<file path="src/rtl/sysid_pkg.sv">
// Shared types and constants for the system-ID boot checker.
// Defines state encodings, word addresses, default expected words and the captured-word payload.
package sysid_pkg;

  localparam int unsigned DATA_W  = 32;
  localparam int unsigned RETRY_W = 4;
  localparam int unsigned WAIT_W  = 8;
  localparam int unsigned LAT_W   = 2;
  localparam int unsigned STATE_W = 3;

  typedef logic [STATE_W-1:0] state_t;

  localparam state_t ST_IDLE   = 3'd0;
  localparam state_t ST_RD_ID  = 3'd1;
  localparam state_t ST_LAT_ID = 3'd2;
  localparam state_t ST_RD_TS  = 3'd3;
  localparam state_t ST_LAT_TS = 3'd4;
  localparam state_t ST_CHECK  = 3'd5;
  localparam state_t ST_FINISH = 3'd6;

  localparam logic ADDR_ID = 1'b0;
  localparam logic ADDR_TS = 1'b1;

  localparam logic [DATA_W-1:0] DEF_EXPECTED_ID = 32'hACD51302;
  localparam logic [DATA_W-1:0] DEF_EXPECTED_TS = 32'h52D8FE74;

  typedef struct packed {
    logic [DATA_W-1:0] id;
    logic [DATA_W-1:0] ts;
  } sysid_words_t;

  function automatic logic words_match(input sysid_words_t w,
                                       input logic [DATA_W-1:0] exp_id,
                                       input logic [DATA_W-1:0] exp_ts);
    return (w.id == exp_id) && (w.ts == exp_ts);
  endfunction

endpackage

</file>
<file path="src/rtl/sysid_boot_checker_if.sv">
// Avalon-MM read-only link between the boot checker (master) and the sysid slave.
interface sysid_boot_checker_if;
  import sysid_pkg::*;

  logic              avm_read;
  logic              avm_address;
  logic [DATA_W-1:0] avm_readdata;
  logic              avm_waitrequest;

  modport master (
    output avm_read,
    output avm_address,
    input  avm_readdata,
    input  avm_waitrequest
  );

  modport slave (
    input  avm_read,
    input  avm_address,
    output avm_readdata,
    output avm_waitrequest
  );

endinterface

</file>
<file path="src/rtl/sysid_avm_read_unit.sv">
// Single Avalon read engine: holds the strobe until accepted, aborts on a stuck slave,
// and flags the cycle in which readdata is valid after the configured latency.
module sysid_avm_read_unit
  import sysid_pkg::*;
#(
  parameter int unsigned READ_LATENCY = 0,
  parameter int unsigned TIMEOUT      = 255
) (
  input  logic                 clk,
  input  logic                 rst_n,
  input  logic                 launch_i,
  input  logic                 addr_i,
  sysid_boot_checker_if.master avm,
  output logic                 accept_c_o,
  output logic                 valid_c_o,
  output logic                 timeout_c_o
);

  logic              read_q,  read_d;
  logic              addr_q,  addr_d;
  logic [WAIT_W-1:0] wait_q,  wait_d;
  logic [LAT_W-1:0]  lat_q,   lat_d;

  assign avm.avm_read    = read_q;
  assign avm.avm_address = addr_q;

  // Strobe, stall counter and latency countdown for the one outstanding read.
  always_comb begin
    read_d = read_q;
    addr_d = addr_q;
    wait_d = wait_q;
    lat_d  = lat_q;

    accept_c_o  = read_q & ~avm.avm_waitrequest;
    timeout_c_o = read_q & avm.avm_waitrequest & (wait_q == WAIT_W'(TIMEOUT - 1));
    valid_c_o   = (READ_LATENCY == 0) ? accept_c_o : (lat_q == LAT_W'(1));

    if (lat_q != '0) begin
      lat_d = lat_q - LAT_W'(1);
    end

    if (read_q) begin
      if (!avm.avm_waitrequest) begin
        read_d = 1'b0;
        if (READ_LATENCY != 0) begin
          lat_d = LAT_W'(READ_LATENCY);
        end
      end else if (timeout_c_o) begin
        read_d = 1'b0;
      end else begin
        wait_d = wait_q + WAIT_W'(1);
      end
    end

    // A launch on the accept edge chains the next address without a bubble.
    if (launch_i) begin
      read_d = 1'b1;
      addr_d = addr_i;
      wait_d = '0;
    end
  end

  always_ff @(posedge clk or negedge rst_n) begin
    if (!rst_n) begin
      read_q <= 1'b0;
      addr_q <= ADDR_ID;
      wait_q <= '0;
      lat_q  <= '0;
    end else begin
      read_q <= read_d;
      addr_q <= addr_d;
      wait_q <= wait_d;
      lat_q  <= lat_d;
    end
  end

endmodule

</file>
<file path="src/flat_wrapper.sv">
// flat-port wrapper written by rule: the top's interface ports become plain ports
module sysid_avm_read_unit_flat import sysid_pkg::*;
#(
  parameter int unsigned READ_LATENCY = 0,
  parameter int unsigned TIMEOUT      = 255
)
  (clk, rst_n, launch_i, addr_i, accept_c_o, valid_c_o, timeout_c_o, avm_avm_read, avm_avm_address, avm_avm_readdata, avm_avm_waitrequest);
  sysid_boot_checker_if avm_i ();
  input  logic clk;
  input  logic rst_n;
  input  logic launch_i;
  input  logic addr_i;
  output logic accept_c_o;
  output logic valid_c_o;
  output logic timeout_c_o;
  output wire logic [$bits(avm_i.avm_read)-1:0] avm_avm_read;
  output wire logic [$bits(avm_i.avm_address)-1:0] avm_avm_address;
  input wire logic [$bits(avm_i.avm_readdata)-1:0] avm_avm_readdata;
  input wire logic [$bits(avm_i.avm_waitrequest)-1:0] avm_avm_waitrequest;
  assign avm_avm_read = avm_i.avm_read;
  assign avm_avm_address = avm_i.avm_address;
  assign avm_i.avm_readdata = avm_avm_readdata;
  assign avm_i.avm_waitrequest = avm_avm_waitrequest;
  sysid_avm_read_unit #(.READ_LATENCY(READ_LATENCY), .TIMEOUT(TIMEOUT)) u_core (.clk(clk), .rst_n(rst_n), .launch_i(launch_i), .addr_i(addr_i), .avm(avm_i), .accept_c_o(accept_c_o), .valid_c_o(valid_c_o), .timeout_c_o(timeout_c_o));
endmodule
</file>
<file path="config.mk">
export PLATFORM = sky130hd
export DESIGN_NAME = sysid_avm_read_unit_flat
export DESIGN_NICKNAME = d
export VERILOG_FILES = /design/src/rtl/sysid_pkg.sv /design/src/rtl/sysid_boot_checker_if.sv /design/src/rtl/sysid_avm_read_unit.sv /design/src/flat_wrapper.sv
export SDC_FILE = /design/constraint.sdc
export NUM_CORES = 1
export LEC_CHECK = 0
export BUFFER_PORTS_ARGS = -buffer_cell sky130_fd_sc_hd__buf_2
export CAP_MARGIN = 10
export CORE_MARGIN = 4
export CORE_UTILIZATION = 34
export CTS_CLUSTER_DIAMETER = 100
export CTS_CLUSTER_SIZE = 30
export DETAILED_ROUTE_END_ITERATION = 8
export GPL_ROUTABILITY_DRIVEN = 0
export MAX_ROUTING_LAYER = met4
export PLACE_DENSITY = 0.76
export SLEW_MARGIN = 20
export SYNTH_ARGS = -nofsm -noshare
export SYNTH_HDL_FRONTEND = slang
export SYNTH_SLANG_ARGS = --single-unit
</file>
<file path="constraint.sdc">
create_clock -name clk -period 1.55 [get_ports clk]
set_input_delay 0.155 -clock clk [delete_from_list [all_inputs] [get_ports clk]]
set_output_delay 0.155 -clock clk [all_outputs]
set_load 0.005 [all_outputs]
</file>
==> results.cfg <==
[power_and_ir_drop]
leakagePower_uw = 0.000327
p_total_uw = 516
powerDensity_nw_per_um2 = 722
peakVddDrop_v = 0.000520

[placement]
post-place-ws_ns = 0.0490
hpwlAfterDp_um = 833
port_buffers = 9

[synthesis]
syn_area_per_cell_um2 = 10.7
synthArstFlopShare_pct = 100
syn_area_um2 = 568
seq_area_frac_synth_pct = 44.1
synth_edf_count = 0
ys_warn_count = 0
ys_types = 29
synth_compound_area_share_pct = 10.8
yosys_most_used_dff = dfrtp_1
synth_fa_ha_area_share_pct = 4.41
muxShareOfSynthArea_pct = 3.74
synth_nets = 92
synth_top_family_by_area = simple AND/OR/NAND/NOR gates
yosys.area_share.simple_pct = 24.7
synthCells = 53
synth_xor_xnor_area_share_pct = 7.71
ys_ff_latch = 10

[floorplan]
ioPinCount = 42
die_area_um2 = 2390
die_h_um = 48.9
fp-row-count = 14
die_w_um = 48.9
start_util_pct = 36.9
core_area_um2 = 1540

[cts]
cts_sinks = 10
cts.clk_slew.worst_paths_ns = 0.06
insertion_delay_ns = 0.25
root_buffer = clkbuf_4
cts_tree = built
cts_max_level = 1
cts_max_path_buffers = 2
cts_buffers = 3

[worst_setup_path]
required_ns = 1.39
start_kind = flop
worstSetupPathType = reg2out
cp.arrival_ns = 1.30
critPathMaxFanout = 5
cp-end-kind = output port

[hold_path]
min_path_type = in2reg

[sta]
fin_tns_setup_ns = 0
rsz0062_at_grt = false
timing.final.ws_setup_ns = 0.0910
slew_headroom_pct = 80.1
drv_slew = 0
fmax_mhz = 685
worst_pin_slew_ns = 0.297
hold_viol_final = 0
setup_violations = 0
layout_min_cycle_time_ns = 1.46
fin_crit_sh_pct = 94.1
skew_ns = 0.00582

[cells_and_area]
diodes = 0
final_nets = 110
syn_to_final_growth_pct = 25.8
nFillCells = 156
drive_above_1_share_pct = 42.0

[global_routing]
antenna_found_initial = 0
track_usage_pct = 10.1
grt.overflow.total = 0
grt_pass1_wl_um = 1910
grt_max_degree = 11
grt_pass1_vias = 446

[drt]
drc_errors = 0
drtPass1Iterations = 3
drtIter0Drc = 5
num_vias = 422
routed_wl_um = 1040
final_antenna_net_count = 0
wl_per_cell_um = 12.2
viasPerCell = 4.96

[run]
timing.max_cap.violations = 0

[run_status]
status = complete, no violations
## layer usage
layer	share of wire, %	GRT usage (%)	routed length, um
met5	0	-	0
met2	48	15.9	495
met4	0.58	4.93	6
met1	46	12.4	481
met3	4.9	1.53	51
## critical path, cell delays in order (launching register included)
cell and delay [ns]:
dfrtp_1 0.39, inv_2 0.09, ha_4 0.14, nand3_4 0.08, buf_6 0.14, nor3_2 0.08
buf_2 0.13
## cell families (layout without fill, tap and decap cells)
| family | after synthesis | in the layout |
|---|---|---|
| adders and majority gates | 2 | 2 |
| DFF | 10 | 10 |
| AOI/OAI and AO/OA | 8 | 8 |
| and+or+nand+nor | 22 | 22 |
| buffers and inverters | 4 | 20 |
| xor gates and xnor gates | 5 | 5 |
| muxes | 2 | 2 |
## Yosys cell counts, types with 2 or more instances
cell,count,share of area (%)
dfrtp_1,10,44
nand3_2,2,3.5
nor2_1,6,4.0
inv_1,2,1.3
xor2_1,3,4.6
o211ai_1,3,4.0
a21oi_1,2,1.8
nand2_1,2,1.3
ha_1,2,4.4
xnor2_1,2,3.1
## per-stage QoR
stage / instances / hold slack (ns) / util [%] / cell area, um2
2_1_floorplan: 53 / -0.141 / - / 568
3_3_place_gp: 81 / 0.0210 / 42.3 / 652
3_5_place_dp: 81 / 0.0281 / 42.3 / 652
4_1_cts: 85 / 0.138 / 45.9 / 708
5_1_grt: 85 / 0.152 / 46.3 / 714
6_report: 85 / 0.140 / 46.3 / 714
## layout by cell type (no fill, tap or decap), types with 2 or more instances in the layout
cell type,instances
a21oi_1,2
buf_2,9
buf_4,4
clkbuf_4,3
dfrtp_1,9
nand2_1,2
nor2_1,6
o211ai_1,3
xnor2_1,2
xor2_1,3
## cell type report
cell class	instances	area, um2	share of cell area [%]
Timing Repair Buffer	15	96.3	13.5
Tap cell	16	20.0	2.80
Clock buffer	3	22.5	3.15
Inverter	2	7.51	1.05
Sequential cell	10	251	35.2
Multi-Input combinational cell	39	317	44.3
## worst paths after layout
kind                                        start                     end  slack [ns]  cells past startpoint
setup / recovery                 u_core.wait_q[0]             timeout_c_o        0.09                      6
min in group asynchronous                   rst_n        u_core.wait_q[7]        0.29                      2
hold / removal                             addr_i  u_core.avm.avm_address        0.14                      2
setup reg to reg                 u_core.wait_q[0]        u_core.wait_q[7]        0.09                      6
max in group asynchronous                   rst_n        u_core.wait_q[2]        1.05                      2
hold reg to reg            u_core.avm.avm_address  u_core.avm.avm_address        0.51                      1
## sequential cells by signal, summed over array words and instances, names as in the netlist
signal,flops
u_core.wait_q,8
u_core.avm.avm_read,1
u_core.avm.avm_address,1
## report_power, final
| part | switching, uW | internal (uW) | total, uW | leakage, uW |
|---|---|---|---|---|
| Clock | 73.4 | 88.8 | 162 | 0.0000138 |
| Combinational | 37.6 | 38.1 | 75.7 | 0.000181 |
| Sequential | 7.38 | 270 | 278 | 0.000131 |
| Total | 118 | 397 | 516 | 0.000327 |
## timing repair
| action | CTS | global route |
|---|---|---|
| setup buffers | 0 | 0 |
| endpoints found under the setup margin | 1 | 2 |
| hold buffers | 1 | 0 |
| endpoints found under the hold margin | 10 | 0 |
| gates resized for setup | 4 | 2 |
No activity file was read; power rests on OpenSTA's default activity.
